## src/rtl/rv32i_cdb_arbiter.sv

```systemverilog
// Common data bus write-back arbiter.
// Collects results from NUM_SRC processing units into 1-entry slots and
// broadcasts one per cycle, round-robin, through a registered output stage.
// Optional build macro: RV32I_CDB_BYPASS_EN (empty-arbiter 1-cycle bypass).

package rv32i_pkg;
  parameter int unsigned REG_FILE_BW          = 32;
  parameter int unsigned PHYS_REG_FILE_IDX_BW = 6;
endpackage

module rv32i_cdb_arbiter
  import rv32i_pkg::*;
#(
  parameter int unsigned NUM_SRC    = 4,
  parameter int unsigned ROB_IDX_BW = 4
) (
  input  logic                                          clk,
  input  logic                                          rst,
  input  logic                                          i_flush,
  input  logic [NUM_SRC-1:0]                            i_src_vld,
  input  logic [NUM_SRC-1:0][PHYS_REG_FILE_IDX_BW-1:0]  i_src_tag,
  input  logic [NUM_SRC-1:0][REG_FILE_BW-1:0]           i_src_wdata,
  input  logic [NUM_SRC-1:0][ROB_IDX_BW-1:0]            i_src_rob_idx,
  output logic [NUM_SRC-1:0]                            o_src_rdy,
  output logic                                          o_write_back,
  output logic [PHYS_REG_FILE_IDX_BW-1:0]               o_phys_rf_wr_idx,
  output logic [REG_FILE_BW-1:0]                        o_wdata,
  output logic [ROB_IDX_BW-1:0]                         o_rob_entry_idx,
  output logic                                          o_busy
);

  localparam int unsigned PTR_BW = (NUM_SRC > 1) ? $clog2(NUM_SRC) : 1;

  // Holding slots
  logic [NUM_SRC-1:0]                           slot_vld_q, slot_vld_d;
  logic [NUM_SRC-1:0][PHYS_REG_FILE_IDX_BW-1:0] slot_tag_q, slot_tag_d;
  logic [NUM_SRC-1:0][REG_FILE_BW-1:0]          slot_wdata_q, slot_wdata_d;
  logic [NUM_SRC-1:0][ROB_IDX_BW-1:0]           slot_rob_q, slot_rob_d;

  // Round-robin pointer and broadcast register
  logic [PTR_BW-1:0]               rr_ptr_q, rr_ptr_d;
  logic                            wb_q, wb_d;
  logic [PHYS_REG_FILE_IDX_BW-1:0] out_tag_q, out_tag_d;
  logic [REG_FILE_BW-1:0]          out_wdata_q, out_wdata_d;
  logic [ROB_IDX_BW-1:0]           out_rob_q, out_rob_d;

  logic                            grant_vld;
  logic [PTR_BW-1:0]               grant_idx;
  logic [NUM_SRC-1:0]              grant_oh;
  logic [NUM_SRC-1:0]              slot_wr;

  // Returns {found, index} of the first set request starting at ptr, wrapping.
  function automatic logic [PTR_BW:0] rr_pick(input logic [NUM_SRC-1:0] req,
                                              input logic [PTR_BW-1:0]  ptr);
    logic [PTR_BW:0]   res;
    logic [PTR_BW-1:0] ci;
    res = '0;
    for (int unsigned i = 0; i < NUM_SRC; i++) begin
      ci = PTR_BW'((32'(ptr) + i) % NUM_SRC);
      if (!res[PTR_BW] && req[ci]) res = {1'b1, ci};
    end
    return res;
  endfunction

  function automatic logic [PTR_BW-1:0] ptr_after(input logic [PTR_BW-1:0] idx);
    return PTR_BW'((32'(idx) + 1) % NUM_SRC);
  endfunction

  // Round-robin grant over occupied slots
  always_comb begin
    grant_oh              = '0;
    {grant_vld, grant_idx} = rr_pick(slot_vld_q, rr_ptr_q);
    if (grant_vld) grant_oh[grant_idx] = 1'b1;
  end

`ifdef RV32I_CDB_BYPASS_EN
  logic              bp_found;
  logic [PTR_BW-1:0] bp_idx;
  logic              bp_take;

  // Bypass candidate: highest-priority presenting source when every slot is empty
  always_comb begin
    {bp_found, bp_idx} = rr_pick(i_src_vld, rr_ptr_q);
    bp_take            = bp_found & ~|slot_vld_q & ~i_flush;
  end
`endif

  // Ready: slot empty or being drained this cycle; nothing is accepted during flush
  always_comb begin
    o_src_rdy = '0;
    for (int unsigned s = 0; s < NUM_SRC; s++)
      o_src_rdy[s] = ~i_flush & (~slot_vld_q[s] | grant_oh[s]);
  end

  // Slot, pointer and broadcast next-state
  always_comb begin
    slot_vld_d   = slot_vld_q;
    slot_tag_d   = slot_tag_q;
    slot_wdata_d = slot_wdata_q;
    slot_rob_d   = slot_rob_q;
    rr_ptr_d     = rr_ptr_q;
    wb_d         = 1'b0;
    out_tag_d    = out_tag_q;
    out_wdata_d  = out_wdata_q;
    out_rob_d    = out_rob_q;
    slot_wr      = i_src_vld & o_src_rdy;
    if (i_flush) begin
      slot_vld_d = '0;
    end else begin
`ifdef RV32I_CDB_BYPASS_EN
      // Bypassed source skips its slot; grant path is idle since all slots are empty
      if (bp_take) begin
        wb_d             = 1'b1;
        out_tag_d        = i_src_tag[bp_idx];
        out_wdata_d      = i_src_wdata[bp_idx];
        out_rob_d        = i_src_rob_idx[bp_idx];
        rr_ptr_d         = ptr_after(bp_idx);
        slot_wr[bp_idx]  = 1'b0;
      end
`endif
      if (grant_vld) begin
        wb_d                  = 1'b1;
        out_tag_d             = slot_tag_q[grant_idx];
        out_wdata_d           = slot_wdata_q[grant_idx];
        out_rob_d             = slot_rob_q[grant_idx];
        slot_vld_d[grant_idx] = 1'b0;
        rr_ptr_d              = ptr_after(grant_idx);
      end
      // Refill after drain so a same-edge accept overwrites the granted slot
      for (int unsigned s = 0; s < NUM_SRC; s++) begin
        if (slot_wr[s]) begin
          slot_vld_d[s]   = 1'b1;
          slot_tag_d[s]   = i_src_tag[s];
          slot_wdata_d[s] = i_src_wdata[s];
          slot_rob_d[s]   = i_src_rob_idx[s];
        end
      end
    end
  end

  // State registers
  always_ff @(posedge clk or posedge rst) begin
    if (rst) begin
      slot_vld_q   <= '0;
      slot_tag_q   <= '0;
      slot_wdata_q <= '0;
      slot_rob_q   <= '0;
      rr_ptr_q     <= '0;
      wb_q         <= 1'b0;
      out_tag_q    <= '0;
      out_wdata_q  <= '0;
      out_rob_q    <= '0;
    end else begin
      slot_vld_q   <= slot_vld_d;
      slot_tag_q   <= slot_tag_d;
      slot_wdata_q <= slot_wdata_d;
      slot_rob_q   <= slot_rob_d;
      rr_ptr_q     <= rr_ptr_d;
      wb_q         <= wb_d;
      out_tag_q    <= out_tag_d;
      out_wdata_q  <= out_wdata_d;
      out_rob_q    <= out_rob_d;
    end
  end

  assign o_write_back     = wb_q;
  assign o_phys_rf_wr_idx = out_tag_q;
  assign o_wdata          = out_wdata_q;
  assign o_rob_entry_idx  = out_rob_q;
  assign o_busy           = |slot_vld_q | wb_q;

endmodule

```

## config.mk

```make
export PLATFORM = sky130hd
export DESIGN_NAME = rv32i_cdb_arbiter
export DESIGN_NICKNAME = d
export VERILOG_FILES = /design/src/rtl/rv32i_cdb_arbiter.sv
export SDC_FILE = /design/constraint.sdc
export NUM_CORES = 1
export LEC_CHECK = 0
export CAP_MARGIN = 20
export CORE_UTILIZATION = 49
export CTS_CLUSTER_DIAMETER = 150
export DETAILED_ROUTE_END_ITERATION = 8
export PLACE_DENSITY_LB_ADDON = 0.08
export SYNTH_ARGS = -nofsm -noshare
export SYNTH_HDL_FRONTEND = slang
export SYNTH_SLANG_ARGS = --single-unit
```

## constraint.sdc

```tcl
create_clock -name clk -period 7.4 [get_ports clk]
set_clock_uncertainty 0.15 [all_clocks]
set_input_delay 0.74 -clock clk [delete_from_list [all_inputs] [get_ports clk]]
set_output_delay 0.74 -clock clk [all_outputs]
set_load 0.1 [all_outputs]
```

Word-level counts from Yosys, hierarchy flattened. Cells that the tools add are included.

$lt $le $gt $ge: 6. Add/sub/neg operators: 4. Muxes and demuxes: 29. Bitwise operators: 17. Reductions and logical operators: 17.

Operators by type and width (number): $bmux W32 S2 (1); $mux W32 (1); $mux W4 (4); $lt A2 B3 Y1 const B (5); $bmux W6 S2 (1); $mux W3 (4); $reduce_bool A3 Y1 (4); $mux W1 (11); $reduce_and A2 Y1 (5); $and A4 B4 Y4 (2); $bmux W1 S2 (4); $bmux W4 S2 (1); $mux W6 (1); $not A1 Y1 (5); $or A1 B1 Y1 (5); $add A2 B1 Y2 const B (2); $add A2 B2 Y2 const B (2); $and A1 B1 Y1 (4); $logic_and A1 B1 Y1 (4); $not A4 Y4 (1); $reduce_or A4 Y1 (1); $logic_not A1 Y1 (3); $demux W1 S2 (1); $ge A2 B1 Y1 const B (1).

Output and inout bits: 48. Register bits: 217. Logic and storage cells: 94.

Longest topological paths before layout. Gate-level depths: netlist (run 1).

Depth after elaboration: 22. Gate-level depth with buffers: 8. Gate-level depth less buffers: 5.

Worst setup path before layout (run 1). OpenSTA, ideal clock, no wires.

Path kind: reg2reg. Start point: register rr_ptr_q[1]. End point: register slot_rob_q[4] (netlist name). Cell stages (with the launch flop): 9. Arrival time: 3195 ps. Library setup time: 125 ps. Required time: 7125 ps. Clock period less this slack: 3470 ps. Path slack: 3930 ps. Path through: dfrtp_1 buf_2 a21oi_1 o22ai_1 a21oi_1 and2_1 buf_2 buf_2 mux2_2.

Word-level cells in the longest chain between the ends: 21. Elaborated cells on any way between the ends: 31. Those cells by class: add/sub: 3; order compare: 2; mux: 15; bitwise: 3; reduce/logical: 8.

Ends and longest elaborated chain: from (decl) (line 41) `logic [PTR_BW-1:0] rr_ptr_q, rr_ptr_d;`; from (signal assigned) (line 158) `rr_ptr_q <= rr_ptr_d;`; parallel branches: the longest is 11 deep, another holds $add A2 B1 Y2; $mux W3 (*) (line 60) `if (!res[PTR_BW] && req[ci]) res = {1'b1, ci};`; $lt A2 B3 Y1 (not written as such) or $ge A2 B1 Y1 (tied branches) (line 73) `if (grant_vld) grant_oh[grant_idx] = 1'b1;`; $logic_and A1 B1 Y1 (not written as such) (line 73); $mux W1 (not written as such) (line 73); $demux W1 S2 (line 73); $mux W4 (*) (line 73); $or A1 B1 Y1 (*) (line 92) `o_src_rdy[s] = ~i_flush & (~slot_vld_q[s] | grant_oh[s]);`; $and A1 B1 Y1 (*) (line 92); via o_src_rdy[1] (line 24) `output logic [NUM_SRC-1:0] o_src_rdy,`; $and A4 B4 Y4 (*) (line 106) `slot_wr = i_src_vld & o_src_rdy;`; $reduce_and A2 Y1 (no line) (*); to (signal assigned) (line 157) `slot_rob_q <= slot_rob_d;`; to (decl) (line 38) `logic [NUM_SRC-1:0][ROB_IDX_BW-1:0] slot_rob_q, slot_rob_d;`.

Mark *: on every way through the listed nets, which the timed path passes. The select of a mux whose other input is x is not followed. A chain may end at the register's enable or synchronous reset.

Worst setup path in the final report (run 1).
Start point: register slot_vld_q[2]. End point: output port o_busy.

Word-level cells in the longest chain between the ends: 2.

Ends and longest elaborated chain: from (decl) (line 35) `logic [NUM_SRC-1:0] slot_vld_q, slot_vld_d;`; from (signal assigned) (line 154) `slot_vld_q <= slot_vld_d;`; $reduce_or A4 Y1 (line 170) `assign o_busy = |slot_vld_q | wb_q;`; $or A1 B1 Y1 (line 170); to (decl) (line 29) `output logic o_busy`.

No other way between the ends.

==> results of run 1 <==
[layout make-up]
class	instances	area share, %
flip-flops and latches	217	44.8
multi-input cells	381	26.6
repair buffers	234	19.3
clock buffers	34	5.77
well taps	225	2.32
clock inverters	6	0.868
inverters	7	0.279
[kinds of logic after synthesis]
group           synth area share, %
flops                          60.9
mux                            21.2
compound gates                 9.90
simple gates                   4.70
buf+inv                        3.22
[state kept, by name, indices dropped and copies added, names as in the netlist]
| register | cells |
|---|---|
| o_wdata | 32 |
| slot_tag_q | 24 |
| slot_vld_q | 4 |
| o_write_back | 1 |
| rr_ptr_q | 2 |
| slot_wdata_q | 128 |
| slot_rob_q | 16 |
| o_phys_rf_wr_idx | 6 |
| o_rob_entry_idx | 4 |
[power by group through the flow]
| stage | clock, W | combinational [W] | sequential, W |
|---|---|---|---|
| finish | 0.00121 | 0.00130 | 0.00159 |
| global route | 0.00128 | 0.00137 | 0.00162 |
| CTS | 0.00123 | 0.00131 | 0.00159 |
| detailed placement | 0 | 0.00130 | 0.00161 |
| global placement | 0 | 0.00128 | 0.00159 |
| floorplan | 0 | 0.000433 | 0.00209 |
[stage by stage]
step	hold WS, ns	utilization (%)	setup slack, ns	total power, W
after floorplan	0.307	-	0.574	0.00252
after CTS	0.341	68.8	3.49	0.00414
after global placement	0.318	64.2	3.62	0.00287
final	0.342	69.1	3.49	0.00411
after detailed placement	0.329	64.2	3.60	0.00291
after global routing	0.351	69.1	3.37	0.00427
[cells in the final DEF (no fill, tap or decap), types with 2 or more instances in the layout]
master                              n
sky130_fd_sc_hd__clkbuf_1           5
sky130_fd_sc_hd__dfrtp_1          217
sky130_fd_sc_hd__nor2b_1            2
sky130_fd_sc_hd__mux2_1            44
sky130_fd_sc_hd__bufinv_16          3
sky130_fd_sc_hd__clkinv_2           3
sky130_fd_sc_hd__o22ai_1            2
sky130_fd_sc_hd__buf_4             10
sky130_fd_sc_hd__clkdlybuf4s50_1  222
sky130_fd_sc_hd__clkbuf_8           4
sky130_fd_sc_hd__a222oi_1          42
sky130_fd_sc_hd__nor2_1            48
sky130_fd_sc_hd__a31oi_1           43
sky130_fd_sc_hd__inv_1              5
sky130_fd_sc_hd__nor2_4             2
sky130_fd_sc_hd__nand2_1           44
sky130_fd_sc_hd__mux2_2           124
sky130_fd_sc_hd__clkbuf_16         25
sky130_fd_sc_hd__o21ai_0            2
sky130_fd_sc_hd__a21oi_1           11
[per-layer routing]
metal / vias up / track usage (%) / routed length [um]
met1: 3231 / 30.3 / 9390
met5: - / 0 / 0
li1: 2841 / - / -
met2: 254 / 43.1 / 11600
met3: 37 / 6.67 / 1850
met4: 0 / 9.46 / 547
[worst reg2reg max path: stages, from the launching register on]
cell                      delay [ns]
sky130_fd_sc_hd__dfrtp_1        0.54
sky130_fd_sc_hd__nor4_1         0.86
sky130_fd_sc_hd__nor2_4         0.34
sky130_fd_sc_hd__buf_4          0.43
sky130_fd_sc_hd__nor2_1         0.19
sky130_fd_sc_hd__a31oi_1        0.06
[worst max path at each step]
stage / endpoint / slack (ns) / cells after the start
finish: o_busy / 3.49 / 3
CTS: o_busy / 3.49 / 3
global placement: o_src_rdy[0] / 3.62 / 3
detailed placement: o_src_rdy[0] / 3.60 / 3
global route: o_busy / 3.37 / 3
floorplan: o_phys_rf_wr_idx[0]$_DFFE_PP0P_ / 0.57 / 1
==> results.rst, run 1 <==
.. list-table::
   :header-rows: 1

   * - Metric
     - Value
   * - Total count of hold-check failures in the final report
     - 0
   * - Via count of the first global-routing pass
     - about 6800
   * - Clock tree sinks
     - ~220
   * - Reg-to-reg endpoint
     - o_phys_rf_wr_idx[3]$_DFFE_PP0P_
   * - Number of nets produced by synthesis
     - between 800 and 900
   * - Hold wc startpoint
     - slot_wdata_q[24]$_DFFE_PP0P_
   * - Post-CTS Repair Setup Buffers
     - 0
   * - Synth Cell Area
     - 8910 um2
   * - Global router's overall resource usage
     - 25.1%
   * - Setup CP Type
     - register to output port
   * - CP Capture Type
     - output port
   * - Fin crit share
     - a little over half
   * - Area occupied by registers
     - about 5400 um2
   * - Worst-path cell chain
     - nor4_1 -> nand2b_1 -> clkdlybuf4s50_1
   * - Slowest stage cell on the critical path
     - sky130_fd_sc_hd__clkdlybuf4s50_1
   * - Count of antenna-violating nets left after detailed routing
     - 0
   * - Seq/Total Area, Yosys
     - between 60% and 70%
   * - Switching Fraction
     - 35.6%
   * - Router iterations before antenna repair
     - 6
   * - Flip-flop and latch count after synthesis
     - ~220
   * - Critical path buffers and inverters
     - 1
   * - Sequential share of power
     - 38.8%
   * - Worst reg2reg setup slack
     - approximately 4.7 ns
   * - Initial antenna violation count
     - 0
   * - Area of the die
     - 18700 um2
   * - Number of placement rows
     - between 40 and 50
   * - Cell Pwr Density
     - approximately 340 nW/um2
   * - Initial Util
     - between 50% and 60%
   * - Placed cell count
     - ~1100
   * - RD Place Congestion
     - ~0.79
   * - Number of synthesized flops with an enable pin
     - 0
   * - Largest driver fanout on the critical path
     - 13
   * - Die height
     - between 100 and 150 um
   * - Reg-to-reg startpoint
     - slot_vld_q[2]$_DFFE_PP0P_
   * - Hold Crit Depth
     - 1
   * - Worst Setup Start Kind
     - register
   * - Number of nets in the layout
     - around 1000
   * - Design area
     - between 10000 and 15000 um2
   * - Worst endpoint required time
     - between 6 and 7 ns
   * - Fraction of registers with async set/reset
     - 100%
   * - Hold crit path type
     - register to register
   * - Count of final max-slew check failures
     - 0
   * - Aggregate global routing overflow
     - 0
   * - Most common cell in the synthesized netlist
     - sky130_fd_sc_hd__dfrtp_1
   * - Count of synthesis-stage warnings from yosys
     - 0
   * - Placed standard-cell area
     - between 10000 and 15000 um2
   * - Total detailed-routing wirelength
     - 23300 um
   * - Crit path time final
     - 3.91 ns
   * - CP startpoint
     - slot_vld_q[2]$_DFFE_PP0P_
   * - Reg clk slew, reported paths
     - about 0.060 ns
   * - Remaining design rule violation count
     - 0
   * - FF-to-FF path depth
     - 5
   * - Later-pin clock latency in the skew report
     - 0.50 ns
   * - Max-slew headroom at the worst pin
     - approximately 26%
   * - Largest net degree at the start of global routing
     - between 150 and 200
   * - Clock tree from TritonCTS
     - built
   * - Area fraction of the dominant cell type after synthesis
     - about 61%
   * - Root buffer selected by CTS
     - sky130_fd_sc_hd__clkbuf_16
   * - Transition time at the pin with the least slew margin
     - roughly 1.1 ns
   * - Starting DRT DRC Count
     - 442
   * - Count of different cell masters after synthesis
     - 33
   * - Die extent in x
     - 137 um
   * - Dominant synthesized flop cell
     - sky130_fd_sc_hd__dfrtp_1
   * - Power share of the clock group
     - between 20% and 30%
   * - RSZ-0062 raised after global routing
     - no
   * - List of most frequent post-synthesis cells
     - sky130_fd_sc_hd__dfrtp_1 (217), sky130_fd_sc_hd__mux2_2 (124), sky130_fd_sc_hd__nor2_1 (50)
   * - Std-Cell Core Area
     - roughly 18000 um2
   * - Data arrival time of the worst path
     - roughly 3.0 ns
   * - Hold buffer count at CTS
     - 0
   * - Upper clock frequency limit
     - 256 MHz
   * - Leak Pwr
     - about 5.0 nW
   * - Worst supply voltage drop on vdd
     - between 200 and 300 uV
   * - Area growth from synthesis to final layout
     - 35.9%
   * - Fill count
     - around 1200
   * - Detail Placement HPWL
     - 14400 um
   * - Number of levels in the clock H-tree
     - 1
   * - Total internal power
     - between 0.002 and 0.003 W
   * - Number of primary I/O pins
     - 223
   * - Status
     - finished clean
   * - Total area of multi-input combinational cells
     - 3220 um2
   * - Total net switching power
     - between 0.001 and 0.0015 W
   * - Total of max-cap violations
     - 0
   * - Port Buf Inserts
     - 222
   * - Proportion of layout cells with a drive suffix above 1
     - about a fifth
   * - Top post-synthesis cells by area
     - sky130_fd_sc_hd__dfrtp_1 (61%), sky130_fd_sc_hd__mux2_2 (16%), sky130_fd_sc_hd__mux2_1 (5.6%), sky130_fd_sc_hd__a222oi_1 (4.7%), sky130_fd_sc_hd__a31oi_1 (3.0%)
   * - Number of gates resized after cts
     - 0
   * - Post-route setup TNS
     - 0 ns
   * - Setup Viol. Count Final
     - 0
   * - Number of standard cells in the final layout excluding fillers
     - roughly 1100
   * - Avg Inst Size Synth
     - between 10 and 15 um2
   * - Maximum number of buffers from clock root to sink
     - 3
   * - First-pass GRT wire length
     - between 30000 and 40000 um
   * - N_diodes
     - 0
   * - Worst Hold Endpoint
     - slot_wdata_q[24]$_DFFE_PP0P_
   * - Largest stage delay on the critical path
     - 1.00 ns
   * - Number of buffers created by CTS
     - 24
   * - Power share of the combinational group
     - 31.7%
   * - Wirelength per Cell
     - approximately 21 um
   * - Average vias per placed instance
     - between 5 and 6
   * - Number of instances in the synthesized netlist
     - about 650
   * - Family with the most delay on the worst path
     - buffers and inverters
   * - Area leader, netlist
     - sky130_fd_sc_hd__dfrtp_1
   * - Via count
     - 6363
(Power assumes the default switching activity.)
==> inputs of run 2 (changes only) <==
clock period = 4.02 ns   (was 7.4 ns; I/O delays follow)
==> results.rst, run 2 (synthesis results as in run 1) <==
.. list-table::
   :header-rows: 1

   * - Metric
     - Value
   * - Number of nets in the layout
     - 1042 (was 1040)
   * - Hold buffer count at CTS
     - 0 (unchanged)
   * - Post-route setup TNS
     - 0 ns (unchanged)
   * - Highest-utilization routing layer at the global route stage
     - met2 (unchanged)
   * - Setup Viol. Count Final
     - 0 (unchanged)
   * - RSZ-0062 raised after global routing
     - no (unchanged)
   * - Number of buffers created by CTS
     - 23 (was 24)
   * - Number of gates resized after cts
     - 0 (unchanged)
   * - Largest driver fanout on the critical path
     - 13 (unchanged)
   * - Number of placement rows
     - 48 (unchanged)
   * - Number of primary I/O pins
     - 223 (unchanged)
   * - Number of flip-flops under the largest register name
     - 128 (unchanged)
   * - Count of antenna-violating nets left after detailed routing
     - 0 (unchanged)
   * - Later-pin clock latency in the skew report
     - 0.49 ns (was 0.50 ns)
   * - Detail Placement HPWL
     - 15500 um (was 14400 um)
   * - Final Hold Slack
     - 0.196 ns (was 0.342 ns)
   * - Worst reg2reg setup slack
     - 1.28 ns (was 4.67 ns)
   * - Router iterations before antenna repair
     - 8 (was 6)
   * - Hold crit path type
     - input pin to asynchronous set/reset pin (was register to register)
   * - Critical Path Sink
     - o_busy (unchanged)
   * - Leak Pwr
     - 4.93 nW (was 4.96 nW)
   * - Reg-to-reg startpoint
     - slot_vld_q[2]$_DFFE_PP0P_ (unchanged)
   * - Starting DRT DRC Count
     - 594 (was 442)
   * - Max-slew headroom at the worst pin
     - 28.0% (was 25.9%)
   * - Total count of hold-check failures in the final report
     - 0 (unchanged)
   * - Clock tree from TritonCTS
     - built (unchanged)
   * - Die extent in x
     - 137 um (unchanged)
   * - Die height
     - 137 um (unchanged)
   * - Worst supply voltage drop on vdd
     - 486 uV (was 265 uV)
   * - Fin crit share
     - a little under 90%
   * - Reg-to-reg endpoint
     - slot_wdata_q[3]$_DFFE_PP0P_ (was o_phys_rf_wr_idx[3]$_DFFE_PP0P_)
   * - Register with the most flip-flops
     - slot_wdata_q (unchanged)
   * - Status
     - finished clean (unchanged)
   * - Reg clk slew, reported paths
     - 0.06 ns (about the same)
   * - Worst Setup Start Kind
     - register (unchanged)
   * - Area of the die
     - 18700 um2 (unchanged)
   * - Maximum number of buffers from clock root to sink
     - 3 (unchanged)
   * - Post-CTS Repair Setup Buffers
     - 0 (unchanged)
   * - RD Place Congestion
     - 0.860 (was 0.793)
   * - Setup CP Type
     - register to output port (unchanged)
   * - Initial Util
     - 50.8% (unchanged)
   * - Total detailed-routing wirelength
     - 23600 um (was 23300 um)
   * - CP startpoint
     - slot_vld_q[2]$_DFFE_PP0P_ (unchanged)
   * - Met3 track utilization from global routing
     - 6.67% (unchanged)
   * - Aggregate global routing overflow
     - 0 (unchanged)
   * - Clock tree sinks
     - 217 (unchanged)
   * - Worst-path cell chain
     - nor4_1 -> nand2b_1 -> clkdlybuf4s50_1 (unchanged)
   * - Cell Pwr Density
     - 609 nW/um2 (was 339 nW/um2)
   * - Number of standard cells in the final layout excluding fillers
     - 1106 (was 1104)
   * - Std-Cell Core Area
     - 17500 um2 (unchanged)
   * - Upper clock frequency limit
     - roughly 280 MHz
   * - Via count
     - 6368 (was 6363)
   * - Wirelength per Cell
     - 21.3 um (was 21.1 um)
   * - Largest stage delay on the critical path
     - 1.00 ns (about the same)
   * - Slowest stage cell on the critical path
     - sky130_fd_sc_hd__clkdlybuf4s50_1 (unchanged)
   * - Most common cell after layout, fill and taps aside
     - sky130_fd_sc_hd__clkdlybuf4s50_1 (unchanged)
   * - Remaining design rule violation count
     - 0 (unchanged)
   * - Placed cell count
     - 1067 (was 1062)
   * - Count of final max-slew check failures
     - 0 (unchanged)
   * - Largest net degree at the start of global routing
     - 101 (was 159)
   * - Root buffer selected by CTS
     - sky130_fd_sc_hd__clkbuf_16 (unchanged)
   * - Area growth from synthesis to final layout
     - 35.2% (was 35.9%)
   * - CP Capture Type
     - output port (unchanged)
   * - Via count of the first global-routing pass
     - 6906 (was 6805)
   * - Global router's overall resource usage
     - 25.5% (was 25.1%)
   * - FF-to-FF path depth
     - 6 (was 5)
   * - Average vias per placed instance
     - 5.76 (about the same)
   * - Leading cell types in the layout, fill and taps excluded
     - sky130_fd_sc_hd__clkdlybuf4s50_1 (218), sky130_fd_sc_hd__dfrtp_1 (217), sky130_fd_sc_hd__mux2_2 (124) (was sky130_fd_sc_hd__clkdlybuf4s50_1 (222), sky130_fd_sc_hd__dfrtp_1 (217), sky130_fd_sc_hd__mux2_2 (124))
   * - Total of max-cap violations
     - 0 (unchanged)
   * - Initial antenna violation count
     - 1 (was 0)
   * - Transition time at the pin with the least slew margin
     - 1.08 ns (was 1.11 ns)
   * - First-pass GRT wire length
     - 36200 um (was 35500 um)
   * - Crit path time final
     - 3.55 ns
   * - GR Util met2
     - 41.8% (was 43.1%)
   * - Data arrival time of the worst path
     - 3.00 ns (was 3.02 ns)
   * - Port Buf Inserts
     - 222 (unchanged)
   * - Worst endpoint required time
     - 3.47 ns (was 6.51 ns)
   * - Number of levels in the clock H-tree
     - 1 (unchanged)
   * - Proportion of layout cells with a drive suffix above 1
     - 21.3% (was 20.8%)
   * - Grt met1 use
     - 32.3% (was 30.3%)
## run 2: how the worst min path moves through the flow
| stage | startpoint | cells after the start | slack (ns) | endpoint |
|---|---|---|---|---|
| CTS | rst | 2 | 0.21 | slot_wdata_q[96]$_DFFE_PP0P_ |
| floorplan | slot_wdata_q[64]$_DFFE_PP0P_ | 1 | 0.31 | slot_wdata_q[64]$_DFFE_PP0P_ |
| detailed placement | slot_wdata_q[80]$_DFFE_PP0P_ | 1 | 0.33 | slot_wdata_q[80]$_DFFE_PP0P_ |
| finish | rst | 2 | 0.20 | slot_wdata_q[96]$_DFFE_PP0P_ |
| global placement | slot_wdata_q[80]$_DFFE_PP0P_ | 1 | 0.32 | slot_wdata_q[80]$_DFFE_PP0P_ |
| global route | rst | 2 | 0.25 | o_wdata[6]$_DFFE_PP0P_ |
## run 2: worst max-delay path, delay by kind of cell (launching register included)
kind	cells	cell delay, ns
DFF	1	0.53
and+or+nand+nor	2	0.97
buffers and inverters	1	1.00
## run 2: area by class of cell
type                            count  area (um2)
Multi-Input combinational cell    381        3220
Clock buffer                       32         639
Sequential cell                   217        5430
Antenna cell                        1        2.50
Tap cell                          225         282
Fill cell                        1255        5490
Inverter                            7        30.0
Clock inverter                      6        57.6
Timing Repair Buffer              237        2390
## run 2: per-layer routing
metal | vias up | share of wire (%)
li1 | 2842 | -
met1 | 3215 | 41
met2 | 267 | 48
met3 | 44 | 8.3
met4 | 0 | 2.6
met5 | - | 0
## run 2: per-stage QoR
step / setup slack, ns / area (um2) / util [%] / power (W)
2_1_floorplan: 0.550 / 8910 / - / 0.00464
3_3_place_gp: 1.08 / 11400 / 64.7 / 0.00531
3_5_place_dp: 1.01 / 11400 / 64.7 / 0.00539
4_1_cts: 0.468 / 12000 / 68.7 / 0.00738
5_1_grt: 0.304 / 12000 / 68.7 / 0.00763
6_report: 0.470 / 12100 / 68.7 / 0.00734
## run 2: power by group
part | switching, W | internal, W
clock | 0.000819 | 0.00117
sequential | 0.000280 | 0.00266
combinational | 0.00159 | 0.000826
total | 0.00269 | 0.00465
==> edit 1, RTL diff (config.mk and constraints of run 1) <==
Take the reset off `slot_tag_q`, `slot_wdata_q`, `out_tag_q` and `out_wdata_q` and load them in a clocked block of their own.
--- a/src/rtl/rv32i_cdb_arbiter.sv
+++ b/src/rtl/rv32i_cdb_arbiter.sv
@@ -142,25 +142,24 @@
   always_ff @(posedge clk or posedge rst) begin
     if (rst) begin
       slot_vld_q   <= '0;
-      slot_tag_q   <= '0;
-      slot_wdata_q <= '0;
       slot_rob_q   <= '0;
       rr_ptr_q     <= '0;
       wb_q         <= 1'b0;
-      out_tag_q    <= '0;
-      out_wdata_q  <= '0;
       out_rob_q    <= '0;
     end else begin
       slot_vld_q   <= slot_vld_d;
-      slot_tag_q   <= slot_tag_d;
-      slot_wdata_q <= slot_wdata_d;
       slot_rob_q   <= slot_rob_d;
       rr_ptr_q     <= rr_ptr_d;
       wb_q         <= wb_d;
-      out_tag_q    <= out_tag_d;
-      out_wdata_q  <= out_wdata_d;
       out_rob_q    <= out_rob_d;
     end
+  end
+
+  always_ff @(posedge clk) begin
+    slot_tag_q   <= slot_tag_d;
+    slot_wdata_q <= slot_wdata_d;
+    out_tag_q    <= out_tag_d;
+    out_wdata_q  <= out_wdata_d;
   end
 
   assign o_write_back     = wb_q;
Check against the original RTL: differs if rst is asserted again (counterexample within 4 cycles, from zero or initial values and one cycle with rst high); with rst held inactive, the same outputs for 4 cycles.
==> edit 1 against run 1 <==
Synthesized area fell by 11%; design area fell by 8.9%; first-iteration DRC count fell by 12%; sequential cell count did not move; count of clock-buffer cells in the layout fell by 6; power fell by 18%; routed wire length fell by 17%; via count fell by 24%; worst setup slack improved by 0.040 ns; sequential power fell by 5%; fmax rose by 1.0%; global-route usage fell by 1.9 points; critical path type unchanged; largest cell class unchanged; largest power group unchanged.
==> edit 1: results (changes against run 1) <==
[global_route]
grt_usage_pct=23.2  ; -1.9 points
grt_pass1_wl_um=28100  ; -21%
grt_max_degree=51  ; -68%
grt_pass1_vias=5091  ; -25%
use_met3_pct=4.91  ; -1.8 points
grt_util_met2_pct=39.3  ; -3.8 points
use_met1_pct=29.7  ; -0.60 points

[clocking]
cts_htree_levels=1  ; unchanged
cts_buffers=23  ; -4.2%
insertion_delay_ns=0.49
cts_resized=0  ; unchanged
path_clk_slew_ns=0.06  ; about the same

[placed_design]
routabilityCongestion=0.784  ; -1.1%
place_inst=862  ; -19%
dp_hpwl_um=11700  ; -19%
place_area_um2=10200  ; -9.1%
post-place-ws_ns=3.65  ; +0.0531 ns

[synth]
synthDistinctLibCells=36  ; +9.1%
synth.area.mux_share_pct=2.42  ; -19 points
syn_area_per_cell_um2=17.7  ; +29%
synth_compound_area_share_pct=7.49  ; -2.4 points
yosysWarnings=0  ; unchanged
syn_nets=622  ; -25%
synth_common_cells=edfxtp_1, nand2_1, a222oi_1
async_flop_share_pct=12.4  ; -88 points
synth_edf_count=190  ; +190
ys_seq_area_share_pct=80.8  ; +20 points
synth_area_leaders=edfxtp_1, dfrtp_1, a222oi_1
synth_adder_area_share_pct=0  ; unchanged

[critical_path]
rr_endpoint=o_rob_entry_idx[0]
path_delay_family=buffers and inverters
crit_arrival_ns=2.98  ; -0.04 ns
cp_slowest_cell=clkdlybuf4s50_1
slowest_delay_ns=1.16  ; +0.16 ns
r2r_cells=5  ; unchanged
regToRegSetupSlack_ns=4.74  ; +0.07 ns
r2r-start=rr_ptr_q[0]
crit_fanout=10  ; -3

[pwr]
vdd_drop_max_uv=166  ; -37%
p_sw_share_pct=29.4  ; -6.2 points
leakage_nw=3.95  ; -20%

[detailed_routing]
dr_wl_met2_um=9630  ; -17%
drt_iter0_drc=390  ; -12%
vias=4865  ; -24%
routed_wl_um=19300  ; -17%
met1Wirelength_um=7630  ; -19%
met3_length_um=1480  ; -20%

[hold_path]
min_from=slot_rob_q[5]
hold_path_end=slot_rob_q[5]
whs_path_depth=1  ; unchanged

[run_status]
status=finished, final reports clean

[final_layout]
fin_cells=905  ; -18%
largest_register=slot_wdata_q
fin_nets=848  ; -18%
layout-drive-gt1-share_pct=10.7  ; -10 points

[sta]
worst_slew_pin_slew_ns=1.04  ; -0.0762 ns

[edit 1: cell count changes in the layout (fill, tap and decap cells not counted), sizes merged, moves of 3 or more]
| cell | before | now |
|---|---|---|
| edfxtp | 0 | 190 |
| clkinv | 3 | 10 |
| nand2 | 45 | 85 |
| a211oi | 1 | 4 |
| nor2 | 50 | 11 |
| dfrtp | 217 | 27 |
| a31oi | 43 | 4 |
| mux2 | 168 | 17 |
| buf | 12 | 8 |
| clkbuf | 34 | 28 |
| nor3b | 0 | 3 |
[edit 1: final cells by class]
type                       instances  area (um^2)
clock buffer                      28          624
clock inverter                    13          120
fill                            1067         4800
inverter                           4         15.0
multi-input combinational        197         1290
sequential                       217         6380
tap                              216          270
timing repair buffer             230         2330
[edit 1: worst max-delay path by stage]
stage,depth (start not counted),startpoint,slack [ns],end
after floorplan,5,i_flush,3.46,slot_rob_q[10]
after global placement,3,i_flush,3.74,o_src_rdy[1]
after detailed placement,3,i_flush,3.65,o_src_rdy[2]
after CTS,5,slot_vld_q[0],3.52,o_src_rdy[0]
after global routing,5,slot_vld_q[0],3.36,o_src_rdy[0]
final,5,slot_vld_q[0],3.53,o_src_rdy[0]
[edit 1: power groups by stage]
stage / Combinational, mW / Clock [mW] / Sequential, mW
2_1_floorplan: 0.233 / 0 / 1.79
3_3_place_gp: 0.699 / 0 / 1.53
3_5_place_dp: 0.713 / 0 / 1.54
4_1_cts: 0.715 / 1.14 / 1.51
5_1_grt: 0.751 / 1.18 / 1.52
6_report: 0.716 / 1.12 / 1.51
[edit 1: stage by stage]
step,utilization (%),hold slack [ns]
6_report,69.7,0.363
5_1_grt,69.7,0.375
4_1_cts,69.4,0.361
3_5_place_dp,64.7,0.348
3_3_place_gp,64.5,0.340
2_1_floorplan,-,0.330
==> edit 2, RTL diff (config.mk and constraints of run 1) <==
Made on the original files. The package constant `PHYS_REG_FILE_IDX_BW` goes from 6 to 7.
--- a/src/rtl/rv32i_cdb_arbiter.sv
+++ b/src/rtl/rv32i_cdb_arbiter.sv
@@ -5,7 +5,7 @@
 
 package rv32i_pkg;
   parameter int unsigned REG_FILE_BW          = 32;
-  parameter int unsigned PHYS_REG_FILE_IDX_BW = 6;
+  parameter int unsigned PHYS_REG_FILE_IDX_BW = 7;
 endpackage
 
 module rv32i_cdb_arbiter
Interface: changed (resized i_src_tag and o_phys_rf_wr_idx); port bits go from 223 to 228. The function was not compared with the original's and may differ.
==> edit 2 against run 1 <==
Sequential cell count increased by 5; design area increased by 1.8%; via count increased by 1.8%; synthesized area increased by 2.1%; power increased by 1.2%; count of clock-buffer cells in the layout increased by 2; die area increased by 2.1%; worst setup slack improved by 0.053 ns; routed wire length increased by 3.2%; largest cell class unchanged; the flow now finishes with violations (DRC).
==> edit 2: results (changes against run 1) <==
[hold_path]
whs_path_depth=1  ; unchanged

[global_route]
use_met1_pct=33.0  ; +2.8 points
antenna_found_initial=2  ; +2
use_met3_pct=6.86  ; +0.19 points
grt_util_met2_pct=43.5  ; +0.44 points
grt_pass1_vias=6903  ; +1.4%
grt_max_degree=140  ; -12%
grt_usage_pct=25.8  ; +0.71 points
grt_pass1_wl_um=38200  ; +7.6%

[detailed_routing]
drt_iter0_drc=623  ; +41%
vias=6476  ; +1.8%
first_pass_iters=9  ; +3
wl_per_cell_um=21.4  ; +1.0%
drc=28  ; +28

[pwr]
switching_power_mw=1.50  ; +2.5%
vdd_drop_max_uv=240  ; -9.4%
leakage_nw=5.05  ; +1.8%

[final_layout]
layout-drive-gt1-share_pct=20.9  ; +0.093 points
diodes=0  ; unchanged
fin_nets=1060  ; +1.9%

[sta]
slew_headroom_pct=22.2  ; -3.7 points
hold_slack_ns=0.340  ; -0.00213 ns
setup_viol=0  ; unchanged

[synth]
syn_nets=844  ; +2.1%
synth_compound_area_share_pct=9.87  ; -0.028 points
async_flop_share_pct=100  ; unchanged
synth_area_leaders=dfrtp_1, mux2_2, mux2_1
synthesis.area_um2=9100  ; +2.1%
synth_xor_area_share_pct=0  ; unchanged
synth_common_cells=dfrtp_1, mux2_2, nor2_1
ys_seq_area_share_pct=61.0  ; +0.10 points
synth.area.mux_share_pct=21.3  ; +0.051 points

[run_status]
violations=DRC
status=complete, but fails checks

[placed_design]
place_area_um2=11500  ; +2.1%
routabilityCongestion=0.816  ; +3.0%
io_buffers=227  ; +2.3%
dp_hpwl_um=14700  ; +1.7%

[clocking]
cts_buffer_depth=3  ; unchanged

[critical_path]
r2r_cells=6  ; +1
crit_arrival_ns=2.97  ; -0.05 ns
slowest_delay_ns=1.00  ; about the same
regToRegSetupSlack_ns=4.49  ; -0.18 ns

==> edit 2: area by class of cell <==
| type | count | area (um^2) |
|---|---|---|
| Timing Repair Buffer | 237 | 2370 |
| Fill cell | 1279 | 5760 |
| Multi-Input combinational cell | 389 | 3290 |
| Sequential cell | 222 | 5560 |
| Clock inverter | 8 | 90.1 |
| Clock buffer | 36 | 707 |
| Inverter | 7 | 33.8 |
| Tap cell | 229 | 287 |
==> edit 2: kinds of logic after synthesis <==
family | after synthesis
flip-flops | 222
multiplexers | 172
AO/OA/AOI/OAI | 111
AND/OR/NAND/NOR | 106
buffers and inverters | 54
==> edit 2: final timing paths <==
| kind | from | endpoint |
|---|---|---|
| max | slot_vld_q[2] | o_busy |
| min | slot_rob_q[2] | slot_rob_q[2] |
| max reg2reg | slot_vld_q[1] | o_wdata[24] |
| min reg2reg | slot_rob_q[2] | slot_rob_q[2] |
| max in group asynchronous | rst | o_wdata[20] |
| min in group asynchronous | rst | slot_wdata_q[1] |
==> edit 2: critical path, delay by kind of cell (launching register included) <==
family | cells | cell delay, ns
flip-flops | 1 | 0.53
AND/OR/NAND/NOR | 2 | 0.93
buffers and inverters | 1 | 1.00
==> edit 2: power groups by stage <==
stage / registers (mW) / clock network, mW / logic, mW
2_1_floorplan: 2.14 / 0 / 0.441
3_3_place_gp: 1.63 / 0 / 1.31
3_5_place_dp: 1.65 / 0 / 1.34
4_1_cts: 1.63 / 1.22 / 1.34
5_1_grt: 1.66 / 1.27 / 1.40
6_report: 1.63 / 1.19 / 1.33
==> edit 2: per-stage QoR <==
step / cells / setup slack, ns / power (mW)
3_3_place_gp: 1083 / 3.62 / 2.94
3_5_place_dp: 1083 / 3.58 / 2.98
4_1_cts: 1127 / 3.53 / 4.19
2_1_floorplan: 665 / 0.432 / 2.58
6_report: 1128 / 3.54 / 4.16
5_1_grt: 1128 / 3.36 / 4.32
==> edit 2: layer usage <==
| metal | share of wire, % | vias to the layer above |
|---|---|---|
| met2 | 49 | 246 |
| met1 | 40 | 3295 |
| met3 | 8.5 | 39 |
| li1 | - | 2896 |
| met4 | 2.2 | 0 |
| met5 | 0 | - |
